File: src/rtl/tuner_pkg.sv
// Shared constants for the tuner note display: note codes, tune status
// encoding, FSM states and active-low 7-segment glyphs (bit order g..a).
package tuner_pkg;

  typedef logic [6:0] seg_t;

  // Note codes, strings low to high; anything above NOTE_MAX means no note
  localparam logic [3:0] NOTE_E_LOW  = 4'd0;
  localparam logic [3:0] NOTE_A      = 4'd1;
  localparam logic [3:0] NOTE_D      = 4'd2;
  localparam logic [3:0] NOTE_G      = 4'd3;
  localparam logic [3:0] NOTE_B      = 4'd4;
  localparam logic [3:0] NOTE_E_HIGH = 4'd5;
  localparam logic [3:0] NOTE_MAX    = 4'd5;
  localparam logic [3:0] NOTE_NONE   = 4'hF;

  typedef enum logic [1:0] {
    TUNE_OK    = 2'b00,
    TUNE_FLAT  = 2'b01,
    TUNE_SHARP = 2'b10,
    TUNE_NOSIG = 2'b11
  } tune_e;

  typedef enum logic [1:0] {
    S_IDLE    = 2'd0,
    S_ACQUIRE = 2'd1,
    S_LOCKED  = 2'd2
  } state_e;

  // Note letter glyphs
  localparam seg_t SEG_E = 7'b0000110;
  localparam seg_t SEG_A = 7'b0001000;
  localparam seg_t SEG_D = 7'b0100001;
  localparam seg_t SEG_G = 7'b0000010;
  localparam seg_t SEG_B = 7'b0000011;

  // Tune direction glyphs
  localparam seg_t SEG_FLAT  = 7'b1000111;
  localparam seg_t SEG_SHARP = 7'b0001001;

  // String number glyphs
  localparam seg_t SEG_NUM_1 = 7'b1111001;
  localparam seg_t SEG_NUM_2 = 7'b0100100;
  localparam seg_t SEG_NUM_3 = 7'b0110000;
  localparam seg_t SEG_NUM_4 = 7'b0011001;
  localparam seg_t SEG_NUM_5 = 7'b0010010;
  localparam seg_t SEG_NUM_6 = 7'b0000010;

  localparam seg_t SEG_BLANK = 7'b1111111;
  localparam seg_t SEG_DASH  = 7'b0111111;

endpackage

File: src/rtl/note_glyph_rom.sv
// Combinational lookup: note code -> note letter glyph and string number glyph.
// Codes outside 0..5 give a dash for the letter and blank for the number.
module note_glyph_rom
  import tuner_pkg::*;
(
  input  logic [3:0] code,
  output seg_t       note_glyph_c,
  output seg_t       string_glyph_c
);

  // Decode note code into both glyphs
  always_comb begin
    note_glyph_c   = SEG_DASH;
    string_glyph_c = SEG_BLANK;
    case (code)
      NOTE_E_LOW:  begin note_glyph_c = SEG_E; string_glyph_c = SEG_NUM_6; end
      NOTE_A:      begin note_glyph_c = SEG_A; string_glyph_c = SEG_NUM_5; end
      NOTE_D:      begin note_glyph_c = SEG_D; string_glyph_c = SEG_NUM_4; end
      NOTE_G:      begin note_glyph_c = SEG_G; string_glyph_c = SEG_NUM_3; end
      NOTE_B:      begin note_glyph_c = SEG_B; string_glyph_c = SEG_NUM_2; end
      NOTE_E_HIGH: begin note_glyph_c = SEG_E; string_glyph_c = SEG_NUM_1; end
      default:     begin note_glyph_c = SEG_DASH; string_glyph_c = SEG_BLANK; end
    endcase
  end

endmodule

File: src/rtl/note_display_ctrl.sv
// Tuner note display controller: debounces incoming note samples, commits a
// note after STABLE_COUNT matching samples and drives registered 7-segment
// digits. Optional macro NOTE_BLINK_EN blinks the note digit while locked
// and out of tune.
module note_display_ctrl
  import tuner_pkg::*;
#(
  parameter int unsigned NUM_DIGITS   = 2,
  parameter int unsigned STABLE_COUNT = 4,
  parameter int unsigned BLINK_HALF   = 12_500_000
) (
  input  logic                    clk,
  input  logic                    resetn,
  input  logic                    note_valid,
  input  logic [3:0]              note_code,
  input  logic [1:0]              tune_err,
  output logic [7*NUM_DIGITS-1:0] hex_out,
  output logic [3:0]              shown_code,
  output logic                    locked
);

  localparam int unsigned CNT_W = $clog2(STABLE_COUNT + 1);
  localparam int unsigned HEX_W = 7 * NUM_DIGITS;
  localparam logic [CNT_W-1:0] CNT_MAX   = CNT_W'(STABLE_COUNT);
  localparam logic [HEX_W-1:0] HEX_RESET = {{(HEX_W-7){1'b1}}, SEG_DASH};

  // Elaboration-time parameter sanity checks
  if (NUM_DIGITS < 2 || NUM_DIGITS > 8) begin : g_bad_digits
    $error("NUM_DIGITS out of range 2..8");
  end
  if (STABLE_COUNT < 1 || STABLE_COUNT > 255) begin : g_bad_stable
    $error("STABLE_COUNT out of range 1..255");
  end
  if (BLINK_HALF < 1) begin : g_bad_blink
    $error("BLINK_HALF must be at least 1");
  end

  state_e           state_q, state_d;
  logic [CNT_W-1:0] count_q, count_d;
  logic [3:0]       cand_q, cand_d;
  logic [3:0]       shown_q, shown_d;
  tune_e            tune_q, tune_d;
  logic             locked_q;
  logic [HEX_W-1:0] hex_q, hex_d;
  logic             sample_ok;
  logic             blink_hide_c;
  seg_t             rom_note_c, rom_string_c, digit1_c;

  // State register and registered outputs
  always_ff @(posedge clk or negedge resetn) begin
    if (!resetn) begin
      state_q  <= S_IDLE;
      count_q  <= '0;
      cand_q   <= NOTE_NONE;
      shown_q  <= NOTE_NONE;
      tune_q   <= TUNE_OK;
      locked_q <= 1'b0;
      hex_q    <= HEX_RESET;
    end else begin
      state_q  <= state_d;
      count_q  <= count_d;
      cand_q   <= cand_d;
      shown_q  <= shown_d;
      tune_q   <= tune_d;
      locked_q <= (state_d == S_LOCKED);
      hex_q    <= hex_d;
    end
  end

  // Next-state: filtering, acquisition and commit
  always_comb begin
    state_d   = state_q;
    count_d   = count_q;
    cand_d    = cand_q;
    shown_d   = shown_q;
    tune_d    = tune_q;
    sample_ok = (note_code <= NOTE_MAX) && (tune_err != 2'(TUNE_NOSIG));
    if (note_valid) begin
      if (!sample_ok) begin
        state_d = S_IDLE;
        count_d = '0;
        cand_d  = NOTE_NONE;
        shown_d = NOTE_NONE;
      end else begin
        tune_d = tune_e'(tune_err);
        case (state_q)
          S_IDLE: begin
            state_d = S_ACQUIRE;
            cand_d  = note_code;
            count_d = CNT_W'(1);
          end
          S_ACQUIRE: begin
            if (note_code == cand_q) begin
              if (count_q < CNT_MAX) count_d = CNT_W'(count_q + 1'b1);
            end else begin
              cand_d  = note_code;
              count_d = CNT_W'(1);
            end
          end
          S_LOCKED: begin
            if (note_code != shown_q) begin
              state_d = S_ACQUIRE;
              cand_d  = note_code;
              count_d = CNT_W'(1);
            end
          end
          default: state_d = S_IDLE;
        endcase
        // Commit on the same edge the count reaches the threshold
        if (state_d == S_ACQUIRE && count_d >= CNT_MAX) begin
          state_d = S_LOCKED;
          shown_d = cand_d;
        end
      end
    end
  end

`ifdef NOTE_BLINK_EN
  localparam int unsigned BLINK_W = (BLINK_HALF > 1) ? $clog2(BLINK_HALF) : 1;
  localparam logic [BLINK_W-1:0] BLINK_LAST = BLINK_W'(BLINK_HALF - 1);

  logic [BLINK_W-1:0] blink_cnt_q, blink_cnt_d;
  logic               blink_hidden_q, blink_hidden_d;
  logic               commit_c;

  assign commit_c = (state_d == S_LOCKED) &&
                    ((state_q != S_LOCKED) || (shown_d != shown_q));

  // Blink counter and phase registers
  always_ff @(posedge clk or negedge resetn) begin
    if (!resetn) begin
      blink_cnt_q    <= '0;
      blink_hidden_q <= 1'b0;
    end else begin
      blink_cnt_q    <= blink_cnt_d;
      blink_hidden_q <= blink_hidden_d;
    end
  end

  // Free-running half-period counter, restarted visible on each commit
  always_comb begin
    blink_cnt_d    = BLINK_W'(blink_cnt_q + 1'b1);
    blink_hidden_d = blink_hidden_q;
    if (commit_c) begin
      blink_cnt_d    = '0;
      blink_hidden_d = 1'b0;
    end else if (blink_cnt_q == BLINK_LAST) begin
      blink_cnt_d    = '0;
      blink_hidden_d = ~blink_hidden_q;
    end
  end

  assign blink_hide_c = (state_d == S_LOCKED) && (tune_d != TUNE_OK) && blink_hidden_d;
`else
  assign blink_hide_c = 1'b0;
`endif

  note_glyph_rom u_rom (
    .code           (shown_d),
    .note_glyph_c   (rom_note_c),
    .string_glyph_c (rom_string_c)
  );

  // Digit assembly from next-cycle state so the display tracks the commit edge
  always_comb begin
    digit1_c = SEG_BLANK;
    if (shown_d != NOTE_NONE) begin
      if (tune_d == TUNE_FLAT)       digit1_c = SEG_FLAT;
      else if (tune_d == TUNE_SHARP) digit1_c = SEG_SHARP;
    end
    hex_d = '1;
    for (int i = 0; i < NUM_DIGITS; i++) begin
      if (i == 0)      hex_d[7*i +: 7] = blink_hide_c ? SEG_BLANK : rom_note_c;
      else if (i == 1) hex_d[7*i +: 7] = digit1_c;
      else if (i == 2) hex_d[7*i +: 7] = rom_string_c;
    end
  end

  assign hex_out    = hex_q;
  assign shown_code = shown_q;
  assign locked     = locked_q;

endmodule

File: config.mk
export PLATFORM = sky130hd
export DESIGN_NAME = note_display_ctrl
export DESIGN_NICKNAME = d
export VERILOG_FILES = /design/src/rtl/tuner_pkg.sv /design/src/rtl/note_glyph_rom.sv /design/src/rtl/note_display_ctrl.sv
export SDC_FILE = /design/constraint.sdc
export NUM_CORES = 1
export LEC_CHECK = 0
export CAP_MARGIN = 5
export CORE_MARGIN = 4
export CORE_UTILIZATION = 48
export CTS_BUF_LIST = sky130_fd_sc_hd__clkbuf_4 sky130_fd_sc_hd__clkbuf_8
export CTS_CLUSTER_DIAMETER = 150
export DETAILED_ROUTE_END_ITERATION = 10
export PLACE_DENSITY = 0.86
export SLEW_MARGIN = 20
export SYNTH_ARGS = -nofsm -noshare
export SYNTH_HDL_FRONTEND = slang
export SYNTH_HIERARCHICAL = 1
export SYNTH_SLANG_ARGS = --single-unit
File: constraint.sdc
create_clock -name clk -period 2.1 [get_ports clk]
set_input_delay 0.42 -clock clk [delete_from_list [all_inputs] [get_ports clk]]
set_output_delay 0.42 -clock clk [all_outputs]
set_load 0.01 [all_outputs]
* Word-level counts from Yosys, hierarchy flattened
Index checks and enable logic that the tools add are counted.
** Word-level totals
- Word-level logic and storage cells :: 58
- Bits of input ports :: 9
- Register bits :: 30
** Cells by class
- Eq/ne operators :: 15
- Muxes and demuxes :: 27
- Magnitude comparators :: 3
- $add $sub $neg :: 1
- Reductions and logical operators :: 5
** Operator list (number)
- 6-bit case mux with 5 select lines :: 1
- 4-bit 2-to-1 mux :: 6
- 7-bit 2-to-1 mux :: 3
- 3-bit 2-to-1 mux :: 6
- 2-bit 2-to-1 mux :: 8
- 4-bit case mux with 3 select lines :: 1
- 3-bit case mux with 3 select lines :: 1
- 4-bit by 2-bit == test with 1-bit output (second input constant) :: 2
- 4-bit by 3-bit == test with 1-bit output (second input constant) :: 2
- 2-bit by 1-bit == test with 1-bit output (second input constant) :: 3
- 2-bit == test (second input constant) :: 3
- 2-bit case mux with 3 select lines :: 1
- 4-bit by 1-bit == test with 1-bit output (second input constant) :: 1
- 4-bit == test :: 1
- 4-bit by 3-bit <= comparator with 1-bit output (second input constant) :: 1
- 4-bit zero test :: 1
- 4-bit inequality test :: 1
- 4-bit inequality test (second input constant) :: 1
- 3-bit by 1-bit adder with 3-bit output (second input constant) :: 1
- 3-bit >= comparator (second input constant) :: 1
- 3-bit < comparator (second input constant) :: 1
- 1-bit logical AND :: 2
- 2-bit zero test :: 1
- 2-bit inequality test (second input constant) :: 1
- 2-bit OR reduction :: 1

* Longest topological paths before layout
- Word-level depth :: 14
- Mapped depth :: 8
- Depth with buffers taken out :: 7

* Hierarchy
Netlist, hierarchy kept.
** Modules (own cells, without submodules)
- note_display_ctrl :: times used 1, cells an instance 103, area an instance 1267.5 um^2
- note_glyph_rom :: times used 1, cells an instance 30, area an instance 188.9 um^2

* Least setup slack after synthesis
No wires, ideal clock.
- Kind :: in2reg
- Start :: in note_valid
- End :: reg hex_q[2], in the netlist hex_out[2]
- Path buffers :: 2
- Arrival :: 1.990 ns
- Data required time :: 2.012 ns
- Setup slack :: 0.022 ns
- Cell stages on the path :: 8
- Cell sequence :: buf_2 -> and2b_1 -> a21boi_1 -> a311oi_1 -> a21oi_1 -> buf_2 -> nor3_1 -> or3_1
** On the way
- Word-level cells in the longest chain between the ends :: 4
- Elaborated cells between the ends (all ways) :: 9
- Classes of those cells :: eq/ne: 5; mux: 2; reduce/logical: 2
** RTL lines
- start: declaration :: RTL line note_display_ctrl.sv:14 : input logic note_valid,
- 4-bit 2-to-1 mux (*) :: RTL line note_display_ctrl.sv:78 : if (note_valid) begin
- named net shown_d[2] :: RTL line note_display_ctrl.sv:41 : logic [3:0] shown_q, shown_d;
- 4-bit by 3-bit == test with 1-bit output or 4-bit zero test (tied branches)
- 2-bit OR reduction (no line)
- 6-bit case mux with 5 select lines (*) :: RTL line note_glyph_rom.sv:15 : case (code)
- named net rom_note_c[2] :: RTL line note_display_ctrl.sv:47 : seg_t rom_note_c, rom_string_c, digit1_c;
- end signal: assignment :: RTL line note_display_ctrl.sv:58 : hex_q <= HEX_RESET;
- end signal: assignment :: RTL line note_display_ctrl.sv:66 : hex_q <= hex_d;
- end: declaration :: RTL line note_display_ctrl.sv:44 : logic [HEX_W-1:0] hex_q, hex_d;
Mark *: on every way through the listed nets, which the timed path passes. The rest lies on a longest branch.
A chain may end at the register's enable or synchronous reset.

* Worst setup path in the final report
- Start :: in note_code[0]
- End :: reg hex_q[2], in the netlist hex_out[2]
** On the way
- Word-level cells in the longest chain between the ends :: 13
- Elaborated cells between the ends (all ways) :: 30
- Classes of those cells :: order compare: 2; eq/ne: 8; mux: 16; reduce/logical: 4
** RTL lines
- start: declaration :: RTL line note_display_ctrl.sv:15 : input logic [3:0] note_code,
- 4-bit inequality test or 4-bit == test (tied branches) :: RTL line note_display_ctrl.sv:101, note_display_ctrl.sv:93
- 3-bit 2-to-1 mux, or another cell as far along :: RTL line note_display_ctrl.sv:101 : if (note_code != shown_q) begin
- 3-bit case mux with 3 select lines or 2-bit case mux with 3 select lines (tied branches) :: RTL line note_display_ctrl.sv:86 : case (state_q)
- 3-bit 2-to-1 mux or 2-bit 2-to-1 mux (tied branches) :: RTL line note_display_ctrl.sv:79 : if (!sample_ok) begin
- 3-bit 2-to-1 mux or 2-bit 2-to-1 mux (tied branches) :: RTL line note_display_ctrl.sv:78
- 3-bit >= comparator or 2-bit by 1-bit == test with 1-bit output (tied branches) :: RTL line note_display_ctrl.sv:110 : if (state_d == S_ACQUIRE && count_d >= CNT_MAX) begin
- 1-bit logical AND :: RTL line note_display_ctrl.sv:110
- 4-bit 2-to-1 mux :: RTL line note_display_ctrl.sv:110
- 4-bit 2-to-1 mux (*) :: RTL line note_display_ctrl.sv:79
- 4-bit 2-to-1 mux (*) :: RTL line note_display_ctrl.sv:78
- named net shown_d[2] :: RTL line note_display_ctrl.sv:41
- 4-bit by 3-bit == test with 1-bit output or 4-bit zero test (tied branches)
- 2-bit OR reduction (no line)
- 6-bit case mux with 5 select lines (*) :: RTL line note_glyph_rom.sv:15
- named net rom_note_c[2] :: RTL line note_display_ctrl.sv:47
Mark *: on every way through the listed nets, which the timed path passes. The rest lies on a longest branch. The select of a mux whose other input is x is not followed.

==> results_dict.tcl <==
set metrics [dict create \
    outcome "finished, final reports clean" \
    clk_pin_slew_ps 140 \
    critPathRequiredTime_ps 2350 \
    hold_class "in2async" \
    setup-violations-final 0 \
    final-hold-violation-count 0 \
    critPathMaxFanout 8 \
    drtPass1Iterations 4 \
    postCtsHoldBufs 0 \
    syn_area_per_cell_um2 11.3 \
    ir_worst_vdd_uv 342 \
    timing.final.crit_share 0.987 \
    power_frac_clock 0.262 \
    worstSetupPathType "in2reg" \
    reg2reg_to "hex_out[2]$_DFF_PN1_" \
    power.density_nw_per_um2 500 \
    wl_per_cell_um 16.4 \
    drtIter0Drc 53 \
    drc 0 \
    rr_startpoint "cand_q[3]$_DFFE_PN1P_" \
    grt_overflow 0 \
    worst_clock_skew_ps 10.7 \
    placed_cell_area_um2 1780 \
    p_sw_mw 0.241 \
    crit_start "note_code[0]" \
    grt_pass1_vias 1205 \
    stdcell_area_um2 1900 \
    power_mw 0.952 \
    grt.total_usage 0.191 \
    place_ws_ps -396 \
    final.fill_count 209 \
    final_util 0.685 \
    fin_cells 202 \
    drtAntennaViolNets 0 \
    clock_path_buffers 2 \
    fmax_mhz 483 \
    pwr-share-seq 0.563 \
    cts_tree "done" \
    io_pins 28 \
    hpwl_mm 2.41 \
    cp-end-kind "flop" \
    arrival_ps 2320 \
    cts-root-buf "clkbuf_4" \
    final_layout_size_suffix_gt1_frac 0.398 \
    drv_cap 0 \
    grt_pass1_wl_mm 5.49 \
    viasPerCell 5.56 \
    wirelength_mm 3.32 \
    syn_area_um2 1400 \
    area_growth_pct 36.1 \
    multi_input_area_um2 643 \
    swShare 0.253 \
    reg2reg_depth 7 \
    num_vias 1123 \
    core_area_um2 2780 \
    die_x_um 62.0 \
    start_kind "input port" \
    start_util 0.503 \
    cts-buffers-inserted 3 \
    pwr-share-comb 0.175 \
    insertion_delay_ps 320 \
    leakage_nw 0.870 \
    htree_levels 1 \
    fin_crit_ps 2070 \
    internal_power_mw 0.711 \
    regArea_um2 672 \
    rrSetupSlack_ps 60 \
    finalWorstSetupSlack_ps 27.6 \
    synthesis.nets 136 \
    slew_viol_final 0 \
    routabilityCongestion 0.887 \
    antenna_found_initial 0 \
    layout.nets 184 \
    synth_cells 124 \
    insertedDiodeCount 0 \
    yosys_warnings 6 \
    grt_max_degree 27 \
    dp.cells 192 \
    numClockSinks 26 \
    rows 19 \
    dieArea_um2 3840 \
    die_height_um 62.0 \
    crit_end "hex_out[2]$_DFF_PN1_" \
    numPortBuffers 26 \
]
==> worst min-delay path by stage <==
stage	from	endpoint	slack, ps	depth (start not counted)
after floorplan	resetn	count_q[0]$_DFFE_PN0P_	120	0
after global placement	tune_q[1]$_DFF_PN0_	tune_q[1]$_DFF_PN0_	490	2
after detailed placement	tune_q[1]$_DFF_PN0_	tune_q[1]$_DFF_PN0_	510	2
after CTS	resetn	locked$_DFF_PN0_	440	2
after global routing	resetn	locked$_DFF_PN0_	460	2
final	resetn	locked$_DFF_PN0_	440	2
==> sequential cells by signal, summed over array words and instances (netlist names) <==
name	count
hex_out	10
cand_q	4
shown_code	4
count_q	3
state_q	2
tune_q	2
locked	1
==> what timing repair did <==
action,in CTS,in global routing
buffers inserted,3,3
hold endpoints to repair,0,0
pin swaps,3,3
endpoints found under the setup margin,2,6
resized for setup,3,9
==> layer usage <==
layer	up-vias	GRT usage	part of all wire
met3	4	0.0227	0.048
met5	-	0	0
met1	565	0.234	0.39
li1	523	-	-
met4	0	0.0424	0.0075
met2	31	0.357	0.55
==> power by group through the flow <==
stage	logic, mW	clock network (mW)	registers (mW)
floorplan	0.0846	0	0.541
global placement	0.147	0	0.542
detailed placement	0.156	0	0.543
CTS	0.159	0.261	0.535
global route	0.184	0.282	0.539
finish	0.166	0.249	0.536
==> stage by stage <==
step	TNS (ps)	hold slack, ps
4_1_cts	0	441
6_report	0	436
5_1_grt	-57.2	457
2_1_floorplan	0	124
3_3_place_gp	-2430	490
3_5_place_dp	-3420	509
==> placed cells by master (no fill, tap or decap), drive strengths merged, types with 2 or more instances in the layout <==
cell,n
buf,28
clkdlybuf4s50,22
dfstp,17
inv,10
dfrtp,9
xnor2,9
nand2,6
a21o,5
nor3,4
clkbuf,4
nor2b,3
a311oi,3
a21oi,3
nand2b,3
o22a,3
ha,3
dlymetal6s2s,3
nor2,3
mux2i,2
nand3b,2
and4,2
o31ai,2
o21ai,2
conb,2
or3,2
nand4,2
o21bai,2
a211oi,2
==> critical path, stage by stage <==
cell	delay (ps)
clkdlybuf4s50_1	520
xnor2_2	140
nand4_2	150
nor3_4	380
a21oi_2	110
buf_4	170
o21a_1	100
or3_1	330
==> cell type report <==
type	instances	area share
repair buffers	54	0.250
well taps	31	0.0204
clock buffers	4	0.0191
multi-input cells	77	0.338
flip-flops and latches	26	0.353
inverters	10	0.0197
(Power assumes the default switching activity.)
